<file path="src/rtl/neonfox_pkg.sv">
// Shared types and constants for the neonfox fetch path.
package neonfox_pkg;

  // Branch condition selector encodings ({H_en,L_en}).
  localparam logic [1:0] COND_ALWAYS = 2'b00;
  localparam logic [1:0] COND_N      = 2'b01;
  localparam logic [1:0] COND_Z      = 2'b10;
  localparam logic [1:0] COND_P      = 2'b11;

  // Program-counter / program-address type.
  typedef logic [15:0] pc_t;

  // Default return-address stack depth.
  localparam int RAS_DEPTH_DEF = 16;

  // Sign-extend a 10-bit branch offset to a full program address.
  function automatic pc_t sext_ifield(input logic [9:0] f);
    return {{6{f[9]}}, f};
  endfunction

endpackage

</file>
<file path="src/rtl/fetch_unit_ras_stack.sv">
// Circular return-address stack. A push at full depth overwrites the oldest
// entry; a pop when empty reuses the wrapped entry. Both set a sticky error.
module ras_stack
  import neonfox_pkg::*;
#(
  parameter int DEPTH = RAS_DEPTH_DEF
) (
  input  logic                       clk,
  input  logic                       rst,
  input  logic                       push,
  input  logic                       pop,
  input  pc_t                        push_data,
  output pc_t                        top,
  output logic [$clog2(DEPTH):0]     count,
  output logic                       err
);

  localparam int PTR_W = $clog2(DEPTH);
  localparam int CNT_W = PTR_W + 1;

  logic [PTR_W-1:0] ptr_q, ptr_d;
  logic [CNT_W-1:0] cnt_q, cnt_d;
  logic             err_q, err_d;
  logic [PTR_W-1:0] top_idx;
  pc_t              mem_q [DEPTH];

  assign top_idx = ptr_q - PTR_W'(1);
  assign top     = mem_q[top_idx];
  assign count   = cnt_q;
  assign err     = err_q;

  // Next pointer, occupancy and sticky error; push wins if both are requested.
  always_comb begin
    ptr_d = ptr_q;
    cnt_d = cnt_q;
    err_d = err_q;
    if (push) begin
      ptr_d = ptr_q + PTR_W'(1);
      if (cnt_q == CNT_W'(DEPTH)) begin
        err_d = 1'b1;
      end else begin
        cnt_d = cnt_q + CNT_W'(1);
      end
    end else if (pop) begin
      ptr_d = top_idx;
      if (cnt_q == '0) begin
        err_d = 1'b1;
      end else begin
        cnt_d = cnt_q - CNT_W'(1);
      end
    end
  end

  // Control state of the stack, cleared asynchronously.
  always_ff @(posedge clk or posedge rst) begin
    if (rst) begin
      ptr_q <= '0;
      cnt_q <= '0;
      err_q <= 1'b0;
    end else begin
      ptr_q <= ptr_d;
      cnt_q <= cnt_d;
      err_q <= err_d;
    end
  end

  // Entry storage; contents are meaningless until written, so no reset.
  always_ff @(posedge clk) begin
    if (push) begin
      mem_q[ptr_q] <= push_data;
    end
  end

endmodule

</file>
<file path="src/rtl/fetch_unit.sv">
// Instruction fetch / program counter: sequential fetch, redirect resolution
// for jump/call/return/branch, in-flight address tracking and flush control.
module fetch_unit
  import neonfox_pkg::*;
#(
  parameter pc_t RESET_VECTOR = 16'h0000,
  parameter int  RAS_DEPTH    = RAS_DEPTH_DEF
) (
  input  logic        clk,
  input  logic        rst,
  input  logic        hazard,
  input  logic        p_cache_miss,
  input  logic        pc_jmp,
  input  logic        pc_call,
  input  logic        pc_ret,
  input  logic        pc_brx,
  input  logic        pc_brxt,
  input  logic [1:0]  cond_sel,
  input  logic        long_en,
  input  logic [9:0]  I_field,
  input  logic [15:0] aux_target,
  input  logic        status_n,
  input  logic        status_z,
  input  logic        status_p,
  output logic [15:0] prg_address,
  output logic [15:0] link_addr,
  output logic        jmp_rst,
  output logic        brx_rst,
  output logic        flush,
  output logic        ras_err
);

  localparam int RAS_CNT_W = $clog2(RAS_DEPTH) + 1;

  pc_t  prg_q, prg_d;
  pc_t  a_mem_q, a_mem_d;
  pc_t  a_ir_q, a_ir_d;
  pc_t  pc_exec_q, pc_exec_d;
  logic redirect_d1_q, redirect_d1_d;

  logic advance, accept, flag, taken;
  logic do_ret, do_call, do_jmp, brx_sel, redirect;
  pc_t  target, ras_top;
  logic [RAS_CNT_W-1:0] ras_count;

  // Requests are only honoured on a moving pipeline, outside reset, and not
  // in the cycle after a redirect (that request belongs to the wrong path).
  assign advance = ~hazard & ~p_cache_miss;
  assign accept  = advance & ~redirect_d1_q & ~rst;

  // Fixed priority: ret > call > jmp > brx.
  assign do_ret   = accept & pc_ret;
  assign do_call  = accept & pc_call & ~pc_ret;
  assign do_jmp   = accept & pc_jmp & ~pc_ret & ~pc_call;
  assign brx_sel  = accept & pc_brx & ~(pc_ret | pc_call | pc_jmp);
  assign redirect = do_ret | do_call | do_jmp | (brx_sel & taken);

  assign jmp_rst     = do_call | do_jmp;
  assign brx_rst     = brx_sel;
  assign flush       = redirect | redirect_d1_q;
  assign link_addr   = pc_exec_q + 16'd1;
  assign prg_address = prg_q;

  // Branch condition evaluation from the selected ALU flag.
  always_comb begin
    flag = 1'b0;
    unique case (cond_sel)
      COND_N:  flag = status_n;
      COND_Z:  flag = status_z;
      COND_P:  flag = status_p;
      default: flag = 1'b0;
    endcase
    taken = (cond_sel == COND_ALWAYS) | (flag ^ pc_brxt);
  end

  // Redirect target mux following the request priority.
  always_comb begin
    target = pc_exec_q + sext_ifield(I_field);
    if (do_ret) begin
      target = ras_top;
    end else if (do_call | do_jmp) begin
      target = long_en ? aux_target : {pc_exec_q[15:10], I_field};
    end
  end

  // Next fetch address and address pipeline; a redirect freezes the
  // pipeline for one cycle while flush kills the wrong-path slots.
  always_comb begin
    prg_d         = prg_q;
    a_mem_d       = a_mem_q;
    a_ir_d        = a_ir_q;
    pc_exec_d     = pc_exec_q;
    redirect_d1_d = redirect_d1_q;
    if (advance) begin
      redirect_d1_d = redirect;
      if (redirect) begin
        prg_d = target;
      end else begin
        prg_d     = prg_q + 16'd1;
        a_mem_d   = prg_q;
        a_ir_d    = a_mem_q;
        pc_exec_d = a_ir_q;
      end
    end
  end

  // Fetch state registers with asynchronous reset to the reset vector.
  always_ff @(posedge clk or posedge rst) begin
    if (rst) begin
      prg_q         <= RESET_VECTOR;
      a_mem_q       <= RESET_VECTOR;
      a_ir_q        <= RESET_VECTOR;
      pc_exec_q     <= RESET_VECTOR;
      redirect_d1_q <= 1'b0;
    end else begin
      prg_q         <= prg_d;
      a_mem_q       <= a_mem_d;
      a_ir_q        <= a_ir_d;
      pc_exec_q     <= pc_exec_d;
      redirect_d1_q <= redirect_d1_d;
    end
  end

  // Occupancy can never exceed the stack depth.
  always_comb begin
    assert (ras_count <= RAS_CNT_W'(RAS_DEPTH));
  end

  ras_stack #(
    .DEPTH (RAS_DEPTH)
  ) u_ras (
    .clk       (clk),
    .rst       (rst),
    .push      (do_call),
    .pop       (do_ret),
    .push_data (link_addr),
    .top       (ras_top),
    .count     (ras_count),
    .err       (ras_err)
  );

endmodule
</file>
<file path="config.mk">
export PLATFORM = sky130hd
export DESIGN_NAME = fetch_unit
export DESIGN_NICKNAME = d
export VERILOG_FILES = /design/src/rtl/neonfox_pkg.sv /design/src/rtl/fetch_unit_ras_stack.sv /design/src/rtl/fetch_unit.sv
export SDC_FILE = /design/constraint.sdc
export NUM_CORES = 1
export LEC_CHECK = 0
export CORE_ASPECT_RATIO = 1.2
export CORE_MARGIN = 5
export CORE_UTILIZATION = 60
export CTS_CLUSTER_DIAMETER = 150
export DETAILED_ROUTE_END_ITERATION = 10
export PLACE_DENSITY = 0.8
export SLEW_MARGIN = 20
export SYNTH_ARGS = -nofsm -noshare
export SYNTH_HDL_FRONTEND = slang
export SYNTH_SLANG_ARGS = --single-unit
</file>
<file path="constraint.sdc">
create_clock -name clk -period 8.7 [get_ports clk]
set_clock_uncertainty 0.1 [all_clocks]
set_input_delay 1.305 -clock clk [delete_from_list [all_inputs] [get_ports clk]]
set_output_delay 1.305 -clock clk [all_outputs]
set_load 0.005 [all_outputs]
</file>
==> metrics.md <==
| Metric | Value |
|---|---|
| Cell Chain, Critical Path | `clkdlybuf4s50_1 > or4_4 > or3_1 > inv_6 > clkdlybuf4s50_1` |
| Worst EP required | `7.30 ns` |
| Congestion Overflow GR | `0` |
| Final Hold Fails | `0` |
| Pre-CTS setup slack | `about 3.5 ns` |
| DRC | `0` |
| Hold endpoint | `pc_exec_q[8]` |
| Register-to-Register Setup Slack | `between 4 and 5 ns` |
| RSZ-0062 raised after global routing | `false` |
| Number of antenna violations at the first check in global routing | `0` |
| Core area | `0.0246 mm^2` |
| Cell mode on critical path | `clkdlybuf4s50_1` |
| Area delta synth->final | `14.9%` |
| Fin util | `a little over two thirds` |
| R2R cell count | `9` |
| Clock share of power | `approximately 24%` |
| Drt first pass iters | `4` |
| Skew-Pair Late Insertion Delay | `0.56 ns` |
| Vias in the first global route | `~9,500` |
| Avg WL per Cell | `approximately 24 um` |
| Min Tclk post-route | `5.25 ns` |
| Setup Buffers After CTS | `0` |
| Crit path kind | `in2out` |
| Synth warn | `0` |
| Cells after synthesis | `1,037` |
| Flop pwr share | `about 41%` |
| ANT nets after route | `0` |
| Internal power | `~3.5 mW` |
| Final setup violation count | `0` |
| Worst min path class | `reg2reg` |
| Post-synth cell types | `68` |
| Tightest Pin Transition | `roughly 1.1 ns` |
| Root buf cell | `clkbuf_16` |
| Reg clk slew, reported paths | `approximately 0.060 ns` |
| Peak supply drop | `about 0.23 mV` |
| Die Wd | `154 um` |
| Post-synth EDFFs | `roughly 260` |
| DR vias/cell | `~6.3` |
| Htree depth | `1` |
| Final WL | `35,900 um` |
| Worst EP arrival | `3.85 ns` |
| Syn_area_per_cell | `roughly 14 um^2` |
| # resized after CTS | `0` |
| Post-DP Area | `approximately 0.016 mm^2` |
| FF+latch count, synth | `331` |
| Final Cell Area | `roughly 0.017 mm^2` |
| R2R Path End | `prg_address[10]` |
| Worst Hold Depth | `2` |
| Crit path max fanout | `20` |
| Status | `complete, no violations` |
| CTS buffer count | `31` |
| Ant diodes | `0` |
| CTS tree | `done` |
| Fmax | `between 150 and 200 MHz` |
| LEAKAGE | `6.26 nW` |
| Crit start category | `input port` |
| Count of pins over their slew limit | `0` |
| Initial Utilization | `between 60 and 70%` |
| Sw frac | `33.7%` |
| Share of layout cells above drive strength 1 | `15.9%` |
| Main synth FF type | `edfxtp_1` |
| Cell Area, Synth | `between 0.01 and 0.015 mm^2` |
| Final worst slack | `around 3.4 ns` |
| Final Wtd Congestion | `about 0.9` |
| Period utilization | `between 60% and 70%` |
| CP max-delay cell | `or3_1` |
| Max-cap violations | `0` |
| Post-DP HPWL | `about 23,000 um` |
| Register area share after synthesis | `64.4%` |
| Global-route wire length before repair | `around 56,000 um` |
| Comb power frac | `a little over a third` |
| Via Count | `9,301` |
| Worst path max stage delay | `around 0.66 ns` |
| Synth async-reset ratio | `a little under a quarter` |
| Hold buffer count at cts | `0` |
| PwrDens | `approximately 310 mW/mm^2` |
| Quantity of I/O buffers inserted on ports | `76` |
| Initial drt markers | `about 900` |
| GRT Overall Usage | `about a quarter` |
| Largest net degree at the start of global routing | `between 70 and 80` |
| Crit path launch | `rst` |
| Clock Path Buffers | `3` |
| I/O pin total | `77` |
| Reg-to-Reg Start | `u_ras.ptr_q[0]` |
| Hold_sp | `a_ir_q[8]` |
| Synth Net Count | `roughly 1,100` |
| Worst Setup End Kind | `output pin` |
| Clock Sink Count | `about 330` |
| Row cnt | `63` |
| Final setup TNS | `0 ns` |
| Fin nets | `1,196` |
| Switching pwr | `roughly 1.8 mW` |
| Chip height | `182 um` |
| Slew margin rel. | `about 28%` |
| DIE AREA | `about 0.028 mm^2` |
## state kept, by name, summed over array words and instances, names as in the netlist
signal         count
u_ras.mem_q      256
a_ir_q            16
a_mem_q           16
pc_exec_q         16
prg_address       16
u_ras.count        5
u_ras.ptr_q        4
redirect_d1_q      1
u_ras.err          1
## final cells by class
| class | instances | area, um^2 |
|---|---|---|
| clock inverters | 21 | 166 |
| inverters | 10 | 42.5 |
| clock buffers | 36 | 795 |
| fillers | 1617 | 7530 |
| multi-input cells | 645 | 5070 |
| well taps | 325 | 407 |
| flip-flops and latches | 331 | 9570 |
| repair buffers | 109 | 1010 |
## through the flow
stage | cells | hold slack, ns | power, mW
finish | 1477 | 0.364 | 5.30
global route | 1477 | 0.383 | 5.57
CTS | 1477 | 0.365 | 5.31
detailed placement | 1420 | 0.349 | 4.02
global placement | 1420 | 0.345 | 3.98
floorplan | 1037 | 0.339 | 3.37
## power groups by stage
| stage | Sequential, mW | Clock, mW | Combinational (mW) |
|---|---|---|---|
| floorplan | 2.07 | 0 | 1.30 |
| global placement | 2.17 | 0 | 1.80 |
| detailed placement | 2.18 | 0 | 1.84 |
| CTS | 2.15 | 1.30 | 1.87 |
| global route | 2.17 | 1.38 | 2.02 |
| finish | 2.15 | 1.28 | 1.87 |
## layout by cell type, fill, tap and decap left out, types with 5 or more instances in the layout
cell               n
edfxtp_1         256
and3_1            11
nor2_1            38
clkbuf_1           5
nor4_1             5
o21ai_0           29
o211ai_1          11
xor2_1            13
xnor2_1           22
a21oi_1           39
mux4_2            70
nand2b_1           7
ha_1              24
a21o_1            12
clkbuf_16         31
nor3_1            10
mux2i_1           27
nand2_1          205
clkinv_2           8
a211oi_1          10
buf_4             33
clkdlybuf4s50_1   76
nor3_2             5
inv_1              8
dfrtp_1           74
nand3_1           26
## worst max path at each step
stage | depth (start not counted) | endpoint | slack, ns
6_report | 5 | jmp_rst | 3.45
5_1_grt | 5 | jmp_rst | 3.34
4_1_cts | 5 | jmp_rst | 3.45
3_5_place_dp | 5 | jmp_rst | 3.46
3_3_place_gp | 5 | jmp_rst | 3.46
2_1_floorplan | 5 | u_ras.mem_q[0][0] | 4.56
## synth_stat cells, types with 3 or more instances
| library cell | number | area [um^2] |
|---|---|---|
| mux2i_1 | 27 | 270 |
| a21o_1 | 12 | 90.1 |
| nand2b_1 | 7 | 43.8 |
| edfxtp_1 | 256 | 7690 |
| nor4_1 | 5 | 31.3 |
| ha_1 | 25 | 313 |
| mux2_2 | 3 | 33.8 |
| nor3_1 | 14 | 70.1 |
| and3_1 | 11 | 68.8 |
| nand3_1 | 26 | 130 |
| nand4_1 | 4 | 25.0 |
| a221oi_1 | 4 | 35.0 |
| a211o_1 | 4 | 35.0 |
| a22oi_1 | 4 | 30.0 |
| or3_1 | 3 | 18.8 |
| a31oi_1 | 3 | 18.8 |
| clkbuf_1 | 25 | 93.8 |
| xnor2_1 | 24 | 210 |
| inv_1 | 9 | 33.8 |
| o221ai_1 | 4 | 35.0 |
| buf_2 | 14 | 70.1 |
| nor2_1 | 44 | 165 |
| a21oi_1 | 39 | 195 |
| o211ai_1 | 11 | 82.6 |
| xor2_1 | 15 | 131 |
| o21bai_1 | 3 | 22.5 |
| buf_1 | 7 | 26.3 |
| o21ai_0 | 29 | 145 |
| a211oi_1 | 10 | 75.1 |
| mux4_2 | 70 | 1580 |
| nand2_1 | 205 | 769 |
| dfrtp_1 | 75 | 1880 |
## routing by layer
layer / track usage (%) / wire [um] / vias up
li1: - / - / 4121
met2: 44.6 / 18300 / 427
met3: 4.01 / 2790 / 79
met4: 8.02 / 1200 / 0
met1: 34.1 / 13600 / 4674
met5: 0 / 0 / -
## logic make-up (layout without fill, tap and decap cells)
group,Yosys count,after routing,share of synthesized area [%]
compound gates,145,145,6.53
flops,331,331,64.4
mux,101,101,12.8
buf+inv,61,176,1.95
simple gates,333,333,9.68
xor+xnor,39,39,2.30
fa+ha+maj,27,27,2.38
## worst max-delay path, delay by kind of cell
kind          cells  cell delay (ns)
simple gates      2             1.25
buf+inv           3             1.28
Power figures use the tool's default switching activity.
